File: src/rtl/cdec_shell_pkg.sv
// Shared types and default timing constants for the CDEC front-panel shell.
package cdec_shell_pkg;

   typedef enum logic [1:0] {
      ST_PROG = 2'd0,
      ST_ARM  = 2'd1,
      ST_RUN  = 2'd2,
      ST_HALT = 2'd3
   } seq_state_t;

   localparam int DEF_DB_CYCLES  = 50000;
   localparam int DEF_ARM_CYCLES = 2;

endpackage

File: src/rtl/prog_run_controller_if.sv
// Front-panel inputs and CPU/program-memory controls of the mode sequencer.
interface prog_run_controller_if #(
   parameter int ADDR_W = 4,
   parameter int DATA_W = 8
);
   logic              mode_sw;
   logic              p_clock_btn;
   logic              step_btn;
   logic              free_run;
   logic [DATA_W-1:0] io_in;
   logic              endseq;

   logic              prog_we;
   logic [ADDR_W-1:0] prog_addr;
   logic [DATA_W-1:0] prog_data;
   logic              cpu_en;
   logic              cpu_reset_N;
   logic [1:0]        seq_state;
   logic              halted;

   modport master (
      output mode_sw, p_clock_btn, step_btn, free_run, io_in, endseq,
      input  prog_we, prog_addr, prog_data, cpu_en, cpu_reset_N, seq_state, halted
   );

   modport slave (
      input  mode_sw, p_clock_btn, step_btn, free_run, io_in, endseq,
      output prog_we, prog_addr, prog_data, cpu_en, cpu_reset_N, seq_state, halted
   );
endinterface

File: src/rtl/btn_debounce.sv
// Two-flop synchroniser followed by a stable-count debouncer.
// chg_o pulses for one cycle in the same cycle level_o takes its new value.
module btn_debounce #(
   parameter int   DB_CYCLES = 4,
   parameter logic RST_LVL   = 1'b1
) (
   input  logic clock,
   input  logic reset_N,
   input  logic raw_i,
   output logic level_o,
   output logic chg_o
);
   localparam int            CW     = $clog2(DB_CYCLES);
   localparam logic [CW-1:0] RELOAD = CW'(DB_CYCLES - 1);

   logic          sync1_q, sync2_q;
   logic          level_q, level_d;
   logic          chg_q;
   logic [CW-1:0] cnt_q, cnt_d;

   // Down-counter runs only while the synced input disagrees with the held level.
   always_comb begin
      level_d = level_q;
      cnt_d   = RELOAD;
      if (sync2_q != level_q) begin
         if (cnt_q == '0) begin
            level_d = sync2_q;
         end else begin
            cnt_d = cnt_q - CW'(1);
         end
      end
   end

   always_ff @(posedge clock or negedge reset_N) begin
      if (!reset_N) begin
         sync1_q <= RST_LVL;
         sync2_q <= RST_LVL;
         level_q <= RST_LVL;
         cnt_q   <= RELOAD;
         chg_q   <= 1'b0;
      end else begin
         sync1_q <= raw_i;
         sync2_q <= sync1_q;
         level_q <= level_d;
         cnt_q   <= cnt_d;
         chg_q   <= (level_d != level_q);
      end
   end

   assign level_o = level_q;
   assign chg_o   = chg_q;
endmodule

File: src/rtl/prog_run_controller.sv
// Mode sequencer between the DE0 front panel and the CDEC CPU core:
// programs memory from the switches, then arms, runs and halts the core.
//
//  state | meaning
//  PROG  | core held in reset, p_clock presses write io_in at prog_addr
//  ARM   | core reset held for ARM_CYCLES, address cleared
//  RUN   | core released, cpu_en free-running or one cycle per step press
//  HALT  | endseq seen, core frozen but visible until mode_sw returns to 0
module prog_run_controller
   import cdec_shell_pkg::*;
#(
   parameter int ADDR_W     = 4,
   parameter int DATA_W     = 8,
   parameter int DB_CYCLES  = DEF_DB_CYCLES,
   parameter int ARM_CYCLES = DEF_ARM_CYCLES
) (
   input logic             clock,
   input logic             reset_N,
   prog_run_controller_if.slave bus
);
   localparam int             ACW        = (ARM_CYCLES > 1) ? $clog2(ARM_CYCLES) : 1;
   localparam logic [ACW-1:0] ARM_RELOAD = ACW'(ARM_CYCLES - 1);

   logic pclk_lvl, pclk_chg;
   logic step_lvl, step_chg;
   logic mode_lvl, mode_chg;
   logic p_press, step_press, mode_rise, mode_fall;

   seq_state_t        state_q, state_d;
   logic              prog_we_q, prog_we_d;
   logic [ADDR_W-1:0] prog_addr_q, prog_addr_d;
   logic [DATA_W-1:0] prog_data_q, prog_data_d;
   logic              cpu_en_q, cpu_en_d;
   logic              cpu_reset_n_q, cpu_reset_n_d;
   logic [ACW-1:0]    arm_cnt_q, arm_cnt_d;
   logic              cpu_en_w;

   btn_debounce #(.DB_CYCLES(DB_CYCLES), .RST_LVL(1'b1)) u_db_pclk (
      .clock   (clock),
      .reset_N (reset_N),
      .raw_i   (bus.p_clock_btn),
      .level_o (pclk_lvl),
      .chg_o   (pclk_chg)
   );

   btn_debounce #(.DB_CYCLES(DB_CYCLES), .RST_LVL(1'b1)) u_db_step (
      .clock   (clock),
      .reset_N (reset_N),
      .raw_i   (bus.step_btn),
      .level_o (step_lvl),
      .chg_o   (step_chg)
   );

   btn_debounce #(.DB_CYCLES(DB_CYCLES), .RST_LVL(1'b0)) u_db_mode (
      .clock   (clock),
      .reset_N (reset_N),
      .raw_i   (bus.mode_sw),
      .level_o (mode_lvl),
      .chg_o   (mode_chg)
   );

   assign p_press    = pclk_chg & ~pclk_lvl;
   assign step_press = step_chg & ~step_lvl;
   assign mode_rise  = mode_chg &  mode_lvl;
   assign mode_fall  = mode_chg & ~mode_lvl;

   // A falling mode switch must stop the core in the very cycle it is seen.
   assign cpu_en_w = cpu_en_q & ~mode_fall;

   always_ff @(posedge clock or negedge reset_N) begin
      if (!reset_N) begin
         state_q <= ST_PROG;
      end else begin
         state_q <= state_d;
      end
   end

   always_comb begin
      state_d = state_q;
      case (state_q)
         ST_PROG: if (mode_rise) state_d = ST_ARM;
         ST_ARM: begin
            if (mode_fall)              state_d = ST_PROG;
            else if (arm_cnt_q == '0)   state_d = ST_RUN;
         end
         ST_RUN: begin
            if (mode_fall)              state_d = ST_PROG;
            else if (bus.endseq && cpu_en_w) state_d = ST_HALT;
         end
         ST_HALT: if (mode_fall) state_d = ST_PROG;
         default: state_d = ST_PROG;
      endcase
   end

   always_comb begin
      prog_we_d   = (state_q == ST_PROG) && p_press && !mode_rise;
      prog_data_d = prog_we_d ? bus.io_in : prog_data_q;

      // Address is zero everywhere except while staying in PROG.
      if ((state_q != ST_PROG) || (state_d != ST_PROG)) begin
         prog_addr_d = '0;
      end else if (prog_we_q) begin
         prog_addr_d = prog_addr_q + ADDR_W'(1);
      end else begin
         prog_addr_d = prog_addr_q;
      end

      cpu_en_d      = (state_q == ST_RUN) && (state_d == ST_RUN) && (bus.free_run || step_press);
      cpu_reset_n_d = (state_d == ST_RUN) || (state_d == ST_HALT);
      arm_cnt_d     = (state_q == ST_ARM) ? (arm_cnt_q - ACW'(1)) : ARM_RELOAD;
   end

   always_ff @(posedge clock or negedge reset_N) begin
      if (!reset_N) begin
         prog_we_q     <= 1'b0;
         prog_addr_q   <= '0;
         prog_data_q   <= '0;
         cpu_en_q      <= 1'b0;
         cpu_reset_n_q <= 1'b0;
         arm_cnt_q     <= ARM_RELOAD;
      end else begin
         prog_we_q     <= prog_we_d;
         prog_addr_q   <= prog_addr_d;
         prog_data_q   <= prog_data_d;
         cpu_en_q      <= cpu_en_d;
         cpu_reset_n_q <= cpu_reset_n_d;
         arm_cnt_q     <= arm_cnt_d;
      end
   end

   assign bus.prog_we     = prog_we_q;
   assign bus.prog_addr   = prog_addr_q;
   assign bus.prog_data   = prog_data_q;
   assign bus.cpu_en      = cpu_en_w;
   assign bus.cpu_reset_N = cpu_reset_n_q;
   assign bus.seq_state   = state_q;
   assign bus.halted      = (state_q == ST_HALT);
endmodule

File: src/flat_wrapper.sv
// flat-port wrapper written by rule: the top's interface ports become plain ports
module prog_run_controller_flat import cdec_shell_pkg::*;
#(
   parameter int ADDR_W     = 4,
   parameter int DATA_W     = 8,
   parameter int DB_CYCLES  = DEF_DB_CYCLES,
   parameter int ARM_CYCLES = DEF_ARM_CYCLES
)
  (clock, reset_N, bus_mode_sw, bus_p_clock_btn, bus_step_btn, bus_free_run, bus_io_in, bus_endseq, bus_prog_we, bus_prog_addr, bus_prog_data, bus_cpu_en, bus_cpu_reset_N, bus_seq_state, bus_halted);
  prog_run_controller_if #(.ADDR_W(ADDR_W), .DATA_W(DATA_W)) bus_i ();
  input logic clock;
  input logic reset_N;
  input wire logic [$bits(bus_i.mode_sw)-1:0] bus_mode_sw;
  input wire logic [$bits(bus_i.p_clock_btn)-1:0] bus_p_clock_btn;
  input wire logic [$bits(bus_i.step_btn)-1:0] bus_step_btn;
  input wire logic [$bits(bus_i.free_run)-1:0] bus_free_run;
  input wire logic [$bits(bus_i.io_in)-1:0] bus_io_in;
  input wire logic [$bits(bus_i.endseq)-1:0] bus_endseq;
  output wire logic [$bits(bus_i.prog_we)-1:0] bus_prog_we;
  output wire logic [$bits(bus_i.prog_addr)-1:0] bus_prog_addr;
  output wire logic [$bits(bus_i.prog_data)-1:0] bus_prog_data;
  output wire logic [$bits(bus_i.cpu_en)-1:0] bus_cpu_en;
  output wire logic [$bits(bus_i.cpu_reset_N)-1:0] bus_cpu_reset_N;
  output wire logic [$bits(bus_i.seq_state)-1:0] bus_seq_state;
  output wire logic [$bits(bus_i.halted)-1:0] bus_halted;
  assign bus_i.mode_sw = bus_mode_sw;
  assign bus_i.p_clock_btn = bus_p_clock_btn;
  assign bus_i.step_btn = bus_step_btn;
  assign bus_i.free_run = bus_free_run;
  assign bus_i.io_in = bus_io_in;
  assign bus_i.endseq = bus_endseq;
  assign bus_prog_we = bus_i.prog_we;
  assign bus_prog_addr = bus_i.prog_addr;
  assign bus_prog_data = bus_i.prog_data;
  assign bus_cpu_en = bus_i.cpu_en;
  assign bus_cpu_reset_N = bus_i.cpu_reset_N;
  assign bus_seq_state = bus_i.seq_state;
  assign bus_halted = bus_i.halted;
  prog_run_controller #(.ADDR_W(ADDR_W), .DATA_W(DATA_W), .DB_CYCLES(DB_CYCLES), .ARM_CYCLES(ARM_CYCLES)) u_core (.clock(clock), .reset_N(reset_N), .bus(bus_i));
endmodule
File: config.mk
export PLATFORM = sky130hd
export DESIGN_NAME = prog_run_controller_flat
export DESIGN_NICKNAME = d
export VERILOG_FILES = /design/src/rtl/cdec_shell_pkg.sv /design/src/rtl/prog_run_controller_if.sv /design/src/rtl/btn_debounce.sv /design/src/rtl/prog_run_controller.sv /design/src/flat_wrapper.sv
export SDC_FILE = /design/constraint.sdc
export NUM_CORES = 1
export LEC_CHECK = 0
export CORE_UTILIZATION = 55
export DETAILED_ROUTE_END_ITERATION = 12
export MAX_ROUTING_LAYER = met4
export PLACE_DENSITY = 0.73
export SLEW_MARGIN = 20
export SYNTH_ARGS = -nofsm -noshare
export SYNTH_HDL_FRONTEND = slang
export SYNTH_SLANG_ARGS = --single-unit
File: constraint.sdc
create_clock -name clock -period 3 [get_ports clock]
set_input_delay 0.75 -clock clock [delete_from_list [all_inputs] [get_ports clock]]
set_output_delay 0.75 -clock clock [all_outputs]
set_load 0.02 [all_outputs]
==> results by group, run 1 <==
Detailed routing
  – Vias/cell: between 5 and 6
  – Starting DRT DRC Count: between 100 and 150
  – Vias: 2284
  – ANT nets after route: 0
  – Wirelength, routed: between 5000 and 6000 um
  – First-pass iteration count of the detailed router: 4
  – Remaining DRCs: 0
  – Avg WL per Cell: roughly 14 um

Placement
  – DP HPWL: approximately 4000 um
  – Gpl congestion: around 0.74
  – Cell Area, Placed: slightly below 4000 um2
  – DP Worst Slack: between 0.9 and 1 ns
  – Port Buffer Count: 32

Clocking
  – CTS Buffer Depth: 2
  – Total CTS buffers: 9
  – # Post-CTS Setup Buffers: 0
  – Post-cts hold buffer count: 0
  – Clock latency on the worst-skew pair: 0.35 ns
  – H-tree levels: 3
  – CTS Sinks: 78
  – CTS tree: yes
  – Worst-path clk slew: 0.07 ns
  – Clk Tree Root Cell: clkbuf_8
  – Post-CTS sizing: 0

Floorplan
  – Top Ports: 33
  – Starting Density: 58.1%
  – Die Y: slightly above 80 um
  – Die footprint: just under 7000 um2
  – DIE WIDTH: 82.0 um
  – Core Box Area: 6060 um2
  – Rows: 28

Global route
  – First-pass GRT wire length: approximately 9900 um
  – Congestion Overflow GR: 0
  – Largest net degree at the start of global routing: 79
  – Tot GR Track Use: approximately a fifth
  – Number of global-route vias before repair: ~2200
  – Initial antenna violation count: 0

Setup path
  – CP Class: flop to output pin
  – Arrival @ worst endpoint: between 1.5 and 2 ns
  – Worst reg2reg endpoint: u_core.bus.prog_data[3]$_DFFE_PN0P_
  – Largest delay share family, worst path: buffers and inverters
  – Crit-path max cell delay: ~0.54 ns
  – Crit-path slowest cell: clkdlybuf4s50_1
  – End point of the critical path: bus_cpu_en
  – CP dominant cell by count: nor2b_1
  – Register-to-Register Path Depth: 3
  – CP max FO: 5
  – Worst Setup SP: u_core.u_db_mode.level_o$_DFF_PN0_
  – R2R Setup Slk: between 1 and 1.5 ns
  – Crit path cell chain: nor2b_1 > nor2b_1 > clkdlybuf4s50_1
  – Worst setup EP type: output pin
  – Number of cells on the critical path: 3
  – Critical Path RT: 2.25 ns
  – Worst reg2reg path startpoint: u_core.bus.seq_state[0]$_DFF_PN0_
  – CP Launch Type: flop
  – CP bufs+invs: 1

Logic synthesis
  – Register bit total from synthesis: 78
  – Dominant synthesized flop cell: dfrtp_1
  – Syn Inst Count: roughly 300
  – Post-synth EDFFs: 0
  – Yosys cell types: 38
  – Post-synthesis sequential area ratio: about 57%
  – Synth Net Count: between 300 and 400
  – Ys async rst share: between 90% and 100%
  – YS warnings: 0
  – Synth Area per Inst: ~12 um2
  – Synthesized cell area: about 3500 um2

Timing
  – Slew headroom: 36.6%
  – Hold WS: approximately 0.36 ns
  – Final WS setup: between 0.5 and 0.6 ns
  – # setup viols final: 0
  – Final period util: around four fifths
  – Setup_tns: 0 ns
  – Final Hold Vio Count: 0
  – Min Clock Period, post-route: between 2 and 2.5 ns
  – F_max: 413 MHz
  – Clock Skew: 0.0131 ns
  – Worst-margin pin slew: around 0.95 ns
  – Final Max Slew Viols: 0
  – Unrepaired setup endpoints after global routing: no

Pwr
  – Switching power total: 435 uW
  – Maximum vdd drop: between 0.3 and 0.4 mV
  – Reg power frac: between 50% and 60%
  – Comb pwr share: 4.6%
  – Sw Share: about a fifth
  – Cell Pwr Density: 514 nW/um2
  – Leak pwr: about 1.7 nW
  – Clk network pwr share: 43.9%
  – Pint: about 1.7 mW

Layout
  – Diodes inserted: 0
  – Area growth, synth to finish: 18.1%
  – Nets: ~370
  – Layout cells sized above 1: approximately a fifth
  – Design Area, Final: approximately 4200 um2

Outcome
  – Result of the run: finished, final reports clean

Worst hold path
  – Min-delay worst type: flop to flop

Run
  – MaxCap Viol Count: 0
cell usage after synthesis, types with 3 or more instances:
master | number | area [um2]
nand2_1 | 36 | 135
clkbuf_1 | 3 | 11.3
mux2_4 | 8 | 120
nor2b_1 | 6 | 37.5
nor4_4 | 3 | 63.8
nand3_1 | 12 | 60.1
dfstp_2 | 34 | 893
nor3b_1 | 3 | 22.5
dfrtp_1 | 44 | 1100
inv_1 | 8 | 30.0
nor4b_1 | 3 | 26.3
nand4b_1 | 6 | 52.6
nor4_1 | 4 | 25.0
o21ai_0 | 5 | 25.0
nor3_1 | 4 | 20.0
xor2_1 | 29 | 254
ha_1 | 7 | 87.6
mux2_2 | 3 | 33.8
nand4_1 | 9 | 56.3
nand3b_1 | 3 | 22.5
or3_1 | 3 | 18.8
a21oi_1 | 4 | 20.0
nor2_1 | 35 | 131
xnor2_1 | 10 | 87.6
and2_1 | 4 | 25.0
registers in the layout, indices dropped and copies added, names as in the netlist, 2 cells and up:
name                    count
u_core.u_db_pclk.cnt_q     16
u_core.bus.prog_data        8
u_core.u_db_step.cnt_q     16
u_core.bus.prog_addr        4
u_core.bus.seq_state        2
u_core.u_db_mode.cnt_q     16
worst min-delay path by stage:
| stage | from | end | slack, ns | depth (start not counted) |
|---|---|---|---|---|
| detailed placement | u_core.u_db_step.sync1_q$_DFF_PN1_ | u_core.u_db_step.sync2_q$_DFF_PN1_ | 0.35 | 0 |
| floorplan | u_core.u_db_mode.sync1_q$_DFF_PN0_ | u_core.u_db_mode.sync2_q$_DFF_PN0_ | 0.33 | 0 |
| CTS | u_core.u_db_step.sync1_q$_DFF_PN1_ | u_core.u_db_step.sync2_q$_DFF_PN1_ | 0.36 | 0 |
| global placement | u_core.u_db_step.sync1_q$_DFF_PN1_ | u_core.u_db_step.sync2_q$_DFF_PN1_ | 0.35 | 0 |
| finish | u_core.u_db_step.sync1_q$_DFF_PN1_ | u_core.u_db_step.sync2_q$_DFF_PN1_ | 0.36 | 0 |
| global route | u_core.u_db_step.sync1_q$_DFF_PN1_ | u_core.u_db_step.sync2_q$_DFF_PN1_ | 0.35 | 0 |
layer usage:
metal,wire (um),global-route usage [%],share of wire [%]
met1,2950,27.3,49
met2,2800,29.8,47
met4,85,9.47,1.4
met5,0,-,0
met3,161,4.33,2.7
kinds of logic (layout without fill, tap and decap cells):
| group | count (synthesis) | in the layout | share of synthesized area [%] |
|---|---|---|---|
| AOI/OAI and AO/OA | 17 | 17 | 3.13 |
| xor gates and xnor gates | 39 | 39 | 9.70 |
| adders and majority gates | 7 | 7 | 2.49 |
| buffers and inverters | 12 | 57 | 1.49 |
| DFF | 78 | 78 | 56.7 |
| muxes | 12 | 12 | 4.66 |
| and+or+nand+nor | 139 | 139 | 21.9 |
final cells by class:
type	count	area, um2
inverters	8	30.0
clock inverters	4	95.1
multi-input cells	214	1470
flip-flops and latches	78	1990
repair buffers	33	325
clock buffers	12	145
fillers	440	1900
well taps	75	93.8
metrics by stage:
step	cells	util [%]	power, mW
6_report	424	68.6	2.14
5_1_grt	424	68.6	2.21
4_1_cts	424	68.6	2.16
3_5_place_dp	408	64.6	1.22
3_3_place_gp	408	64.6	1.22
2_1_floorplan	304	-	1.16
placed cells by master, fill, tap and decap left out, drive strengths merged, types with 4 or more instances in the layout:
cell and instances:
mux2 11, nand4b 6, xnor2 10, clkbuf 12, dfstp 34, nor4 9
a21oi 4, o21ai 5, nor3 5, nand4 9, dfrtp 44, xor2 29
and2 4, clkdlybuf4s50 31, nor2 35, nor2b 6, inv 8, nand2 36
ha 7, nand3 12
power groups by stage:
stage,clock network [mW],logic (mW),registers (mW)
finish,0.938,0.0993,1.10
global route,1.00,0.112,1.10
CTS,0.954,0.102,1.10
floorplan,0,0.0378,1.12
detailed placement,0,0.103,1.12
global placement,0,0.0998,1.12
Power figures use the tool's default switching activity.
==> run 2, diff against run 1 <==
clock period = 2.54 ns   (was 3 ns; I/O delays follow)
==> results by group, run 2 (synthesis gave the netlist of run 1 again) <==
Setup path
  – Worst reg2reg path startpoint: u_core.bus.seq_state[0]$_DFF_PN0_
  – Arrival @ worst endpoint: between 1.5 and 2 ns
  – Worst reg2reg endpoint: u_core.bus.prog_data[3]$_DFFE_PN0P_
  – CP Launch Type: flop
  – Worst setup EP type: output pin
  – CP max FO: 5
  – Largest delay share family, worst path: buffers and inverters
  – Register-to-Register Path Depth: 3
  – Crit-path max cell delay: around 0.54 ns
  – Crit-path slowest cell: clkdlybuf4s50_1
  – CP Class: flop to output pin
  – Critical Path RT: 1.90 ns
  – Crit path cell chain: nor2b_1 > nor2b_1 > clkdlybuf4s50_1
  – CP bufs+invs: 1
  – R2R Setup Slk: between 0.6 and 0.7 ns
  – CP dominant cell by count: nor2b_1

Clocking
  – Post-CTS sizing: 0
  – Worst-path clk slew: ~0.080 ns
  – Total CTS buffers: 9
  – Post-cts hold buffer count: 0
  – CTS tree: yes
  – Clk Tree Root Cell: clkbuf_8
  – Clock latency on the worst-skew pair: 0.35 ns
  – CTS Buffer Depth: 2
  – H-tree levels: 3
  – CTS Sinks: between 70 and 80
  – # Post-CTS Setup Buffers: 0

Global route
  – First-pass GRT wire length: 10300 um
  – Congestion Overflow GR: 0
  – Number of global-route vias before repair: approximately 2300
  – Tot GR Track Use: 21.3%
  – Initial antenna violation count: 0
  – Largest net degree at the start of global routing: 50

Layout
  – Most frequent cells in the layout: dfrtp_1 (44), nand2_1 (36), nor2_1 (35)
  – Nets: approximately 370
  – Leading cell type in the layout, fill and taps excluded: dfrtp_1
  – Diodes inserted: 0
  – Area growth, synth to finish: 18.2%
  – Finished Core Util: 68.6%
  – Biggest regs: u_core.u_db_mode.cnt_q (16), u_core.u_db_pclk.cnt_q (16), u_core.u_db_step.cnt_q (16)
  – Layout cells sized above 1: 20.3%

Timing
  – Setup_tns: 0 ns
  – F_max: roughly 430 MHz
  – # setup viols final: 0
  – Unrepaired setup endpoints after global routing: no
  – Worst-margin pin slew: a little under 0.7 ns
  – Final Hold Vio Count: 0
  – Hold WS: between 0.2 and 0.25 ns
  – Final Max Slew Viols: 0
  – Slew headroom: between 50% and 60%
  – Clock Skew: about 0.0067 ns
  – Min Clock Period, post-route: approximately 2.3 ns
  – Final period util: between 90% and 100%

Floorplan
  – Core Box Area: 6060 um2
  – Top Ports: 33
  – Starting Density: about three fifths
  – Die Y: a little over 80 um
  – Die footprint: 6720 um2
  – DIE WIDTH: 82.0 um
  – Rows: 28

Detailed routing
  – Remaining DRCs: 0
  – Avg WL per Cell: 14.2 um
  – Vias/cell: ~5.3
  – Wirelength, routed: 6080 um
  – Starting DRT DRC Count: 90
  – First-pass iteration count of the detailed router: 4
  – Vias: 2283
  – ANT nets after route: 0

Pwr
  – Cell Pwr Density: ~560 nW/um2
  – Total power: about 2.3 mW
  – Leak pwr: 1.75 nW
  – Maximum vdd drop: just under 0.4 mV

Placement
  – Port Buffer Count: 32
  – DP HPWL: between 4000 and 5000 um
  – Gpl congestion: about 0.74

Worst hold path
  – Min-delay worst type: input pin to asynchronous set/reset pin

Outcome
  – Result of the run: finished, final reports clean

Run
  – MaxCap Viol Count: 0
-- run 2: worst max path at each step --
stage | to | slack, ns | depth (start not counted) | from
6_report | bus_cpu_en | 0.23 | 3 | u_core.u_db_mode.level_o$_DFF_PN0_
5_1_grt | bus_cpu_en | 0.14 | 3 | u_core.u_db_mode.level_o$_DFF_PN0_
4_1_cts | bus_cpu_en | 0.23 | 3 | u_core.u_db_mode.level_o$_DFF_PN0_
3_5_place_dp | bus_cpu_en | 0.60 | 3 | u_core.u_db_mode.level_o$_DFF_PN0_
3_3_place_gp | bus_cpu_en | 0.62 | 3 | u_core.u_db_mode.level_o$_DFF_PN0_
2_1_floorplan | u_core.bus.prog_data[0]$_DFFE_PN0P_ | 0.77 | 4 | u_core.bus.seq_state[0]$_DFF_PN0_
-- run 2: report_power, final --
part / switching (mW) / internal [mW] / total [mW] / leakage, nW
logic: 0.0651 / 0.0564 / 0.121 / 0.703
clock network: 0.439 / 0.478 / 0.918 / 0.0964
registers: 0.0195 / 1.28 / 1.30 / 0.949
total: 0.524 / 1.81 / 2.34 / 1.75
-- run 2: final cells by class --
class                   instances  area [um2]
inverters                       8        30.0
multi-input cells             214        1470
repair buffers                 38         375
flip-flops and latches         78        1990
clock inverters                 4        47.5
clock buffers                  12         145
fillers                       441        1900
well taps                      75        93.8
-- run 2: worst reg2reg max path: cells and delay by family (launching register included) --
family,cells,cell delay (ns)
AO/OA/AOI/OAI,1,0.36
multiplexers,1,0.38
AND/OR/NAND/NOR,1,0.62
flip-flops,1,0.45
-- run 2: metrics by stage --
step / setup WS, ns / cells / cell area, um2
after floorplan: 0.767 / 304 / 3520
after global placement: 0.620 / 413 / 3970
after detailed placement: 0.602 / 413 / 3970
after CTS: 0.227 / 429 / 4160
after global routing: 0.139 / 429 / 4160
final: 0.232 / 429 / 4160
-- run 2: layer usage --
layer | vias to the layer above | GRT usage (%) | routed length, um
li1 | 1129 | - | -
met1 | 1106 | 28.3 | 3000
met2 | 34 | 31.6 | 2780
met3 | 14 | 3.67 | 158
met4 | 0 | 10.2 | 143
met5 | - | - | 0
